`config.mk`:
```
export PLATFORM = sky130hd
export DESIGN_NAME = prog_loader
export DESIGN_NICKNAME = d
export VERILOG_FILES = /design/src/rtl/prog_loader.sv
export SDC_FILE = /design/constraint.sdc
export NUM_CORES = 1
export LEC_CHECK = 0
export CORE_MARGIN = 10
export CORE_UTILIZATION = 30
export CTS_BUF_LIST = sky130_fd_sc_hd__clkbuf_2
export CTS_CLUSTER_DIAMETER = 60
export DETAILED_ROUTE_END_ITERATION = 10
export PLACE_DENSITY = 0.68
export SYNTH_ARGS = -nofsm -noshare
export SYNTH_HDL_FRONTEND = slang
export SYNTH_SLANG_ARGS = --single-unit
```
`constraint.sdc`:
```
create_clock -name clk -period 5.1 [get_ports clk]
set_clock_uncertainty 0.15 [all_clocks]
set_input_delay 1.02 -clock clk [delete_from_list [all_inputs] [get_ports clk]]
set_output_delay 1.02 -clock clk [all_outputs]
set_load 0.01 [all_outputs]
```
`src/rtl/prog_loader.sv`:
```
// LC-3 program loader / boot sequencer: writes streamed images into memory,
// then strobes the PC load and releases the core.
module prog_loader #(
    parameter int unsigned        DATA_W   = 16,
    parameter logic [DATA_W-1:0]  START_PC = '0
) (
    input  logic              clk,
    input  logic              rst_n,
    input  logic              in_valid,
    output logic              in_ready,
    input  logic [DATA_W-1:0] in_data,
    input  logic              in_last,
    input  logic              load_done,
    output logic              mem_req,
    output logic [DATA_W-1:0] mem_addr,
    output logic [DATA_W-1:0] mem_wdata,
    input  logic              mem_ack,
    output logic              pc_load,
    output logic [DATA_W-1:0] pc_value,
    output logic              cpu_run,
    output logic [DATA_W-1:0] word_count,
    output logic              err_wrap
);

    localparam logic [DATA_W-1:0] MAX_W = '1;

    typedef enum logic [2:0] {
        S_IDLE  = 3'd0,
        S_LOAD  = 3'd1,
        S_WRITE = 3'd2,
        S_BOOT  = 3'd3,
        S_RUN   = 3'd4
    } state_t;

    state_t             r_state, w_state_d;
    logic [DATA_W-1:0]  r_addr, w_addr_d;
    logic [DATA_W-1:0]  r_wdata, w_wdata_d;
    logic [DATA_W-1:0]  r_count, w_count_d;
    logic               r_last, w_last_d;
    logic               r_err, w_err_d;

    // Header is only taken in IDLE when no boot is requested; boot wins the tie.
    assign in_ready   = ((r_state == S_IDLE) && !load_done) || (r_state == S_LOAD);
    assign mem_req    = (r_state == S_WRITE);
    assign pc_load    = (r_state == S_BOOT);
    assign cpu_run    = (r_state == S_RUN);
    assign pc_value   = START_PC;
    assign mem_addr   = r_addr;
    assign mem_wdata  = r_wdata;
    assign word_count = r_count;
    assign err_wrap   = r_err;

    always_ff @(posedge clk or negedge rst_n) begin
        if (!rst_n) begin
            r_state <= S_IDLE;
            r_addr  <= '0;
            r_wdata <= '0;
            r_count <= '0;
            r_last  <= 1'b0;
            r_err   <= 1'b0;
        end else begin
            r_state <= w_state_d;
            r_addr  <= w_addr_d;
            r_wdata <= w_wdata_d;
            r_count <= w_count_d;
            r_last  <= w_last_d;
            r_err   <= w_err_d;
        end
    end

    always_comb begin
        w_state_d = r_state;
        w_addr_d  = r_addr;
        w_wdata_d = r_wdata;
        w_count_d = r_count;
        w_last_d  = r_last;
        w_err_d   = r_err;
        unique case (r_state)
            S_IDLE: begin
                if (load_done) begin
                    w_state_d = S_BOOT;
                end else if (in_valid) begin
                    w_addr_d = in_data;
                    if (!in_last) w_state_d = S_LOAD;
                end
            end
            S_LOAD: begin
                if (in_valid) begin
                    w_wdata_d = in_data;
                    w_last_d  = in_last;
                    w_state_d = S_WRITE;
                end
            end
            S_WRITE: begin
                // Address auto-increments so consecutive words land contiguously.
                if (mem_ack) begin
                    w_addr_d = r_addr + DATA_W'(1);
                    if (r_addr == MAX_W) w_err_d = 1'b1;
                    if (r_count != MAX_W) w_count_d = r_count + DATA_W'(1);
                    w_state_d = r_last ? S_IDLE : S_LOAD;
                end
            end
            S_BOOT:  w_state_d = S_RUN;
            S_RUN:   w_state_d = S_RUN;
            default: w_state_d = S_IDLE;
        endcase
    end

endmodule

```
==> run metrics <==
Worst-path clk slew=0.25 ns; Clock Path Buffers=2; fin nets=365; CTS tree=done; die span in x=117.6 um; sw frac=40.24%; maxcap violations=0; post-CTS sizing=0; initial antenna violation count=1; CTS root buf=clkbuf_2; Final Power=0.001856 W; crit path max fanout=39; post-route clock period utilization=70.56%; Post-DRT Antenna Nets=0; relative slew slack=13.78%; final hold vios=0; most common library cells after synthesis=dfrtp_1 (53), nand2_1 (20), mux2_2 (18), a21oi_1 (17), buf_4 (17); largest net degree at the start of global routing=54; first-pass GRT wire length=12250 um; wire length per cell=16.10 um; Worst-Skew Late Latency=0.46 ns; Synth cell types=54; Tot GR Track Use=10.57%; Initial Util=30.94%; io pins=91; final setup vio count=0; Hold Buf Count CTS=0; via count=2297; Post-Syn Area=0.002859 mm^2; max-slew violation count=0; top cell type's share of synthesized area=46.39%; Area contributors post-synth=dfrtp_1 (46%), mux2_2 (7.1%), buf_4 (4.5%); die area=0.01383 mm^2; Flop pwr share=40.7%; P_sw=0.0007469 W; Synth Instances=270; chip height=117.6 um; Worst setup SP type=flip-flop; LEAKAGE=1.531 nW; CP Cell Sequence=nand2_1 > inv_1 > buf_4 > clkdlybuf4s50_1; vias in the first global route=2241; worst setup path category=reg2out; VDD IR-drop max=0.1645 mV; vias per cell=4.867; Gate power share=50.2%; cell taking the most area after synthesis=dfrtp_1; Post-synth EDFFs=0; #FFs+latches synth=53; CTS Buf Count=5; outcome=complete, no violations; syn avg cell area=10.59 um^2; critical path's top delay family=buffers and inverters; DRT Pass-1 Iters=4; Placed Cells=463; worst-margin pin slew=1.288 ns; post-CTS setup buffer count=0; Clk pwr share=9.2%; Async SR Flop Fraction=100.0%; dominant cell by count in the synthesized netlist=dfrtp_1; site row count=35; Critical-path top delay cell=dfrtp_1; Setup crit end kind=primary output; Final Util=39.81%; fraction of layout cells with a size suffix above 1=13.16%; # DRC=0; Top FF cell, synth=dfrtp_1; final non-filler cell total=472; GPL Wtd Cong=0.7907; Final min period=3.599 ns; PwrDens=504.6 mW/mm^2; WL final=7600 um; Crit path largest cell delay=0.64 ns; Critical Path RT=3.93 ns; fmax=277.9 MHz; clk sinks=53; Synth Warn #=0; Int Pwr=0.001109 W; Setup TNS=0 ns; IO Port Bufs=74; Min-Delay Path Class=reg2reg; sequential area share after synthesis=46.39%; final global-route overflow total=0; Arr. time, crit path=2.43 ns; placeable core area=0.009240 mm^2; Worst Path Buf+Inv=3; Area Growth Syn to Fin=28.67%; DP Wirelength=5602 um; 1st-iter DRT viols=147; H-tree levels=2; RSZ-0062 raised after global routing=false
worst paths after layout:
path	start	to	slack (ns)	cells after the start
worst min-delay path	err_wrap$_DFFE_PN0P_	err_wrap$_DFFE_PN0P_	0.34	1
min in group asynchronous	rst_n	mem_wdata[7]$_DFFE_PN0P_	0.48	2
worst min register to register	err_wrap$_DFFE_PN0P_	err_wrap$_DFFE_PN0P_	0.34	1
worst max-delay path	r_state[1]$_DFFE_PN0P_	mem_req	1.50	4
worst max register to register	r_state[1]$_DFFE_PN0P_	mem_addr[4]$_DFFE_PN0P_	2.69	4
max in group asynchronous	rst_n	word_count[6]$_DFFE_PN0P_	3.81	2
logic make-up after synthesis:
logic type	share of synthesized area, %
simple gates	18.47
compound gates	14.27
flops	46.39
buf+inv	7.571
mux	7.440
xor+xnor	4.858
fa+ha+maj	0.8751
other cells	0.1312
cell usage in the layout (no fill, tap or decap), types with 2 or more instances in the layout:
| cell | n |
|---|---|
| nor2_1 | 11 |
| and4bb_2 | 2 |
| and3_1 | 3 |
| o21ai_0 | 11 |
| a31oi_1 | 3 |
| mux2_2 | 18 |
| or4_4 | 2 |
| and4_1 | 4 |
| dfrtp_1 | 53 |
| nand3_1 | 13 |
| a2bb2oi_2 | 2 |
| nand4_1 | 7 |
| nor3_1 | 5 |
| nor4_1 | 6 |
| o22ai_1 | 4 |
| xor2_1 | 13 |
| clkdlybuf4s50_1 | 73 |
| nor3b_1 | 3 |
| a21oi_1 | 17 |
| a211oi_1 | 4 |
| nand4_2 | 2 |
| ha_1 | 2 |
| a21oi_2 | 3 |
| o22a_1 | 5 |
| nand2_1 | 20 |
| conb_1 | 16 |
| buf_4 | 2 |
| inv_1 | 6 |
| clkbuf_2 | 5 |
final cells by class:
| cell class | instances | area [um^2] |
|---|---|---|
| Multi-Input combinational cell | 199 | 1373 |
| Fill cell | 925 | 5562 |
| Antenna cell | 1 | 2.502 |
| Sequential cell | 53 | 1326 |
| Clock buffer | 5 | 25.02 |
| Inverter | 6 | 22.52 |
| Timing Repair Buffer | 76 | 750.7 |
| Clock inverter | 3 | 17.52 |
| Tap cell | 129 | 161.4 |
stage by stage:
stage          setup slack (ns)  cell area (um^2)  hold slack (ns)
4_1_cts                   1.439              3676           0.3520
3_5_place_dp              1.628              3633           0.2971
2_1_floorplan             2.552              2915           0.3252
3_3_place_gp              1.631              3633           0.2942
5_1_grt                   1.246              3679           0.3871
6_report                  1.501              3679           0.3422
registers in the layout, indices dropped and copies added (netlist names):
register,flops
mem_wdata,16
mem_addr,16
err_wrap,1
r_state,3
r_last,1
word_count,16
power by group through the flow:
stage	clock, W	combinational (W)	sequential (W)
final	0.000170	0.000931	0.000755
after global placement	0	0.000927	0.000752
after detailed placement	0	0.000946	0.000763
after CTS	0.000181	0.000951	0.000754
after floorplan	0	0.000471	0.000791
after global routing	0.000201	0.00101	0.000786
metal layers:
| metal | track usage, % | part of all wire (%) |
|---|---|---|
| met1 | 13.97 | 46 |
| met2 | 15.49 | 45 |
| met3 | 3.501 | 7.1 |
| met4 | 4.096 | 1.9 |
| met5 | 0 | 0 |
worst reg2reg max path: stages, from the launching register on:
cell	delay, ns
dfrtp_1	0.57
or3b_1	0.47
a21boi_2	0.69
o21ai_0	0.20
a22o_1	0.27
(Power assumes the default switching activity.)
